==> src/rtl/moore5_pkg.sv <==
// Shared types and the golden transition table for the 5-state Moore stepper.
package moore5_pkg;

    localparam int STATE_W  = 3;
    localparam int N_STATES = 5;
    localparam int SW_W     = 2;

    // Expected stepper response to one step: next state and Moore output.
    typedef struct packed {
        logic [STATE_W-1:0] nxt;
        logic               out;
    } exp_t;

    // Checker control FSM.
    typedef enum logic [1:0] {
        ST_IDLE = 2'd0,
        ST_RUN  = 2'd1,
        ST_HALT = 2'd2
    } fsm_t;

    // Golden table G[state][sw] = {next, out}, encoded as next*2 + out.
    localparam logic [STATE_W:0] G [0:N_STATES-1][0:3] = '{
        '{4'h2, 4'h1, 4'h6, 4'h9},   // s0: {1,0} {0,1} {3,0} {4,1}
        '{4'h6, 4'h1, 4'h1, 4'h9},   // s1: {3,0} {0,1} {0,1} {4,1}
        '{4'h5, 4'h5, 4'h6, 4'h2},   // s2: {2,1} {2,1} {3,0} {1,0}
        '{4'h9, 4'h5, 4'h2, 4'h9},   // s3: {4,1} {2,1} {1,0} {4,1}
        '{4'h5, 4'h6, 4'h1, 4'h1}    // s4: {2,1} {3,0} {0,1} {0,1}
    };

endpackage

==> src/rtl/moore5_golden.sv <==
// Combinational golden lookup: (current state, input symbol) -> expected {next, out}.
// An out-of-range current state yields {cur, ~dut_out} and raises o_invalid so
// the comparison downstream is guaranteed to fail.
module moore5_golden
    import moore5_pkg::*;
(
    input  logic [STATE_W-1:0] i_cur,
    input  logic [SW_W-1:0]    i_sw,
    input  logic               i_dut_out,
    output exp_t               o_exp,
    output logic               o_invalid
);

    // Table lookup with invalid-state fallback.
    always_comb begin
        o_exp     = '0;
        o_invalid = 1'b0;
        if (i_cur < STATE_W'(N_STATES)) begin
            o_exp = G[i_cur][i_sw];
        end else begin
            o_exp.nxt = i_cur;
            o_exp.out = ~i_dut_out;
            o_invalid = 1'b1;
        end
    end

endmodule

==> config.mk <==
export PLATFORM = sky130hd
export DESIGN_NAME = moore5_golden
export DESIGN_NICKNAME = d
export VERILOG_FILES = /design/src/rtl/moore5_pkg.sv /design/src/rtl/moore5_golden.sv
export SDC_FILE = /design/constraint.sdc
export NUM_CORES = 1
export LEC_CHECK = 0
export ABC_CLOCK_PERIOD_IN_PS = 1500
export CAP_MARGIN = 5
export CORE_AREA = 2 2 39 41
export DETAILED_ROUTE_END_ITERATION = 10
export DIE_AREA = 0 0 41 43
export PLACE_DENSITY = 0.44
export SYNTH_ARGS = -nofsm -noshare
export SYNTH_HDL_FRONTEND = slang
export SYNTH_SLANG_ARGS = --single-unit
==> constraint.sdc <==
create_clock -name vclk -period 1.5
set_clock_uncertainty 0.05 [all_clocks]
set_input_delay 0.3 -clock vclk [all_inputs]
set_output_delay 0.3 -clock vclk [all_outputs]
set_load 0.005 [all_outputs]
==> results of run 1 <==
-- report_power, final --
part	switching, mW	internal (mW)
sequential	0	0
combinational	0.0488	0.0671
clock	0	0
total	0.0488	0.0671
-- logic make-up after synthesis --
group | share of synthesized area
AOI/OAI and AO/OA | 0.382
adders and majority gates | 0.208
buffers and inverters | 0.146
and+or+nand+nor | 0.264
-- final timing paths --
check	start	endpoint	slack (ns)	cells past startpoint
max	i_cur[0]	o_exp[1]	0.001	7
min	i_cur[2]	o_exp[3]	0.92	3
-- cell type report --
| class | instances | area, µm² | area share |
|---|---|---|---|
| multi-input cells | 23 | 219 | 0.501 |
| repair buffers | 21 | 180 | 0.413 |
| well taps | 16 | 20.0 | 0.0458 |
| inverters | 4 | 17.5 | 0.0401 |
-- cells in the mapped netlist --
cell type,instances
nor2_1,5
inv_1,4
ha_1,3
nand2_1,3
a21oi_1,2
a2bb2oi_1,1
a31o_1,1
a31oi_1,1
and3b_1,1
buf_6,1
nor2b_2,1
o211ai_1,1
o21ai_0,1
o21ai_1,1
o21ai_2,1
o221ai_1,1
-- timing repair --
action,4_1_cts,5_1_grt
setup buffers,3,0
hold buffers,0,0
pin swaps,8,6
setup endpoints to repair,5,4
cloned,0,0
gates resized for setup,50,8
-- critical path: stages --
cell	delay (ns)
buf_8	0.10
buf_6	0.12
ha_4	0.15
nand2_2	0.05
o211ai_1	0.11
a31oi_1	0.18
buf_2	0.13
-- per-layer routing --
layer  wire length [µm]  vias to the layer above  track usage
met5                  0                        -            0
li1                   -                      138            -
met2                267                       11        0.119
met3                 77                        0       0.0105
met4                  0                        0            0
met1                284                      115       0.0949
==> impl_metrics.py, run 1 <==
metrics = {
    "run_status": {
        "status": "complete, no violations",
    },
    "layout": {
        "drive_gt1_frac": 0.604,
        "diodes": 0,
        "seq_cells": 0,
        "ff_latch_area_um2": 0,
        "final_util": 0.316,
        "instances_no_fill": 64,
        "layout_common_cells": "buf_4 (9), buf_2 (5), nor2_1 (4)",
        "nNetsFinal": 59,
        "syn_to_final_growth_pct": 142,
        "num-fill-cells": 153,
        "design_area_um2": 437,
        "layout_commonest_cell": "buf_4",
        "nClkBuffers": 0,
    },
    "synthesis": {
        "synth_top_area_share": 0.208,
        "synthCells": 28,
        "synth_seq_area_share": 0,
        "ys_types": 16,
        "synth_nets": 37,
        "ys_warn_count": 0,
        "synth.largest_area_cell": "ha_1",
        "avgSynthCellArea_um2": 6.43,
        "synth_area_leaders": "ha_1 (21%), nor2_1 (10%), inv_1 (8.3%), buf_6 (6.3%), nand2_1 (6.3%)",
        "syn_area_um2": 180,
    },
    "setup_path": {
        "worst_setup_path_start_kind": "input pin",
        "cp-end-kind": "primary output",
        "arrival_ns": 1.15,
        "path_class": "input pin to primary output",
        "cp.required_ns": 1.15,
        "cp_max_fo": 4,
    },
    "timing": {
        "fmax_ghz": 0.667,
        "fin_ws_ns": 0.00129,
        "period_share": 0.999,
        "finalHoldViolations": 0,
        "finalCriticalPeriod_ns": 1.50,
        "max-slew-margin-rel": 0.850,
        "finalSetupTns_ns": 0,
        "whs_ns": 0.916,
        "rsz0062_at_grt": "yes",
        "slew_viol_final": 0,
        "setup_violations": 0,
        "worst_pin_slew_ns": 0.224,
    },
    "grt": {
        "grt_start_max_net_pins": 10,
        "grt_util_all_layers": 0.0699,
        "grt_pass1_vias": 215,
        "grt_overflow": 0,
        "antenna_found_initial": 0,
        "grt_pass1_wl_um": 903,
    },
    "floorplan": {
        "ios": 11,
        "core_um2": 1380,
        "die_w_um": 41,
        "start_util": 0.130,
        "rows": 14,
        "dieArea_um2": 1760,
        "die_h_um": 43,
    },
    "detailed_routing": {
        "wire_per_inst_um": 9.83,
        "finalWirelength_um": 629,
        "drt_iter0_drc": 10,
        "dr.pass1.iters": 4,
        "vias_per_cell": 4.13,
        "via_count": 264,
        "ant_nets": 0,
        "drc": 0,
    },
    "pwr": {
        "finalPower_mw": 0.116,
        "leakage_nw": 0.196,
        "power_density_nw_per_um2": 266,
        "irDropWorstVdd_mv": 0.0768,
    },
    "placement": {
        "post-place-cells": 61,
        "portBuffers": 11,
        "pre_cts_ws_ns": -0.852,
        "post_dp_cell_area_um2": 352,
        "dpl.hpwl_um": 428,
        "gp_congestion": 0.702,
    },
    "worst_hold_path": {
        "hp-class": "input pin to primary output",
    },
    "flow_run": {
        "maxCapViolations": 0,
    },
}
Note: power is estimated with default switching activity, not from simulation.
==> inputs of run 2 (changes only) <==
- TNS_END_PERCENT: unset -> 100
==> results of run 2 <==
Final layout, timing and power as in run 1 (identical DEF).
==> inputs of run 3 (changes only) <==
- PLACE_DENSITY: 0.44 -> 0.36
- SKIP_LAST_GASP: unset -> 1
==> run 3 against run 2 <==
  * Total power is 10% lower
  * Global-route usage up 0.70 points
  * First-iteration DRC count is 90% lower
  * Wire length fell by 6.5%
  * Flip-flop and latch count stayed put
  * Die area unchanged
  * Via count fell by 4.2%
  * Largest cell class unchanged
==> impl_metrics.py, run 3 (synthesized netlist as in run 1, its figures left out) <==
metrics = {
    "detailed_routing": {
        "drt_iter0_drc": 1,
        "via_count": 253,
        "finalWirelength_um": 588,
        "vias_per_cell": 4.08,
        "dr.pass1.iters": 4,
        "drc": 0,
        "ant_nets": 0,
        "wire_per_inst_um": 9.48,
    },
    "layout": {
        "diodes": 0,
        "seq_cells": 0,
        "nClkBuffers": 0,
        "drive_gt1_frac": 0.543,
        "syn_to_final_growth_pct": 115,
        "instances_no_fill": 62,
        "design_area_um2": 388,
        "layout_common_cells": "buf_2 (6), buf_4 (6), nor2_1 (4), buf_6 (4), inv_1 (3)",
        "final_util": 0.280,
        "nNetsFinal": 57,
        "ff_latch_area_um2": 0,
    },
    "setup_path": {
        "critPathLaunch": "i_cur[0]",
        "cp.required_ns": 1.15,
        "path_class": "input pin to primary output",
        "worst_setup_path_start_kind": "input pin",
        "cp-end-kind": "primary output",
        "endpoint": "o_exp[0]",
        "cp_max_fo": 2,
        "arrival_ns": 1.14,
    },
    "floorplan": {
        "ios": 11,
        "core_um2": 1380,
        "die_h_um": 43,
        "start_util": 0.130,
        "dieArea_um2": 1760,
        "rows": 14,
        "die_w_um": 41,
    },
    "timing": {
        "period_share": 0.990,
        "whs_ns": 0.923,
        "worst_pin_slew_ns": 0.209,
        "fmax_ghz": 0.673,
        "fin_ws_ns": 0.0148,
        "rsz0062_at_grt": "yes",
        "max-slew-margin-rel": 0.860,
        "setup_violations": 0,
        "slew_viol_final": 0,
        "finalCriticalPeriod_ns": 1.49,
        "finalHoldViolations": 0,
        "finalSetupTns_ns": 0,
    },
    "pwr": {
        "irDropWorstVdd_mv": 0.0815,
        "leakage_nw": 0.184,
        "power_density_nw_per_um2": 268,
        "finalPower_mw": 0.104,
    },
    "placement": {
        "gp_congestion": 0.686,
        "dpl.hpwl_um": 427,
        "portBuffers": 11,
        "post_dp_cell_area_um2": 344,
        "post-place-cells": 60,
        "pre_cts_ws_ns": -0.856,
    },
    "grt": {
        "grt_start_max_net_pins": 10,
        "grt_util_all_layers": 0.0769,
        "grt_pass1_vias": 233,
        "grt_overflow": 0,
        "grt_pass1_wl_um": 993,
        "antenna_found_initial": 0,
    },
    "worst_hold_path": {
        "hp-class": "input pin to primary output",
    },
    "clocking": {
        "cts_hold_buf": 0,
    },
    "flow_run": {
        "maxCapViolations": 0,
    },
    "run_status": {
        "status": "complete, no violations",
    },
}
[run 3: what timing repair did]
action / CTS / global route
buffers inserted: 3 / 0
endpoints found under the setup margin: 5 / 4
pin swaps: 5 / 1
resized for setup: 50 / 3
[run 3: worst min path at each step]
stage | slack [ns] | depth (start not counted) | end | from
global route | 0.95 | 3 | o_exp[3] | i_cur[2]
CTS | 0.92 | 3 | o_exp[3] | i_cur[2]
detailed placement | 1.65 | 4 | o_exp[0] | i_dut_out
finish | 0.92 | 3 | o_exp[3] | i_cur[2]
floorplan | 0.63 | 1 | o_exp[3] | i_cur[2]
global placement | 1.65 | 4 | o_exp[0] | i_dut_out
[run 3: power breakdown]
part           switching (mW)  total (mW)  internal (mW)
clock network               0           0              0
registers                   0           0              0
logic                  0.0462       0.104         0.0578
[run 3: layout make-up]
cell class | instances | area, µm²
fillers | 153 | 996
inverters | 4 | 15.0
multi-input cells | 23 | 204
well taps | 16 | 20.0
repair buffers | 19 | 149
[run 3: critical path, stage by stage]
cell and delay, ns:
buf_6 0.10, inv_2 0.06, ha_4 0.12, and3b_1 0.17
o21ai_2 0.07, a31o_1 0.20, buf_2 0.12
[run 3: routing by layer]
metal,GRT usage,up-vias,wire length [µm]
met1,0.104,112,267
met2,0.138,7,288
met4,0,0,0
met3,0,0,33
li1,-,134,-
met5,0,-,0
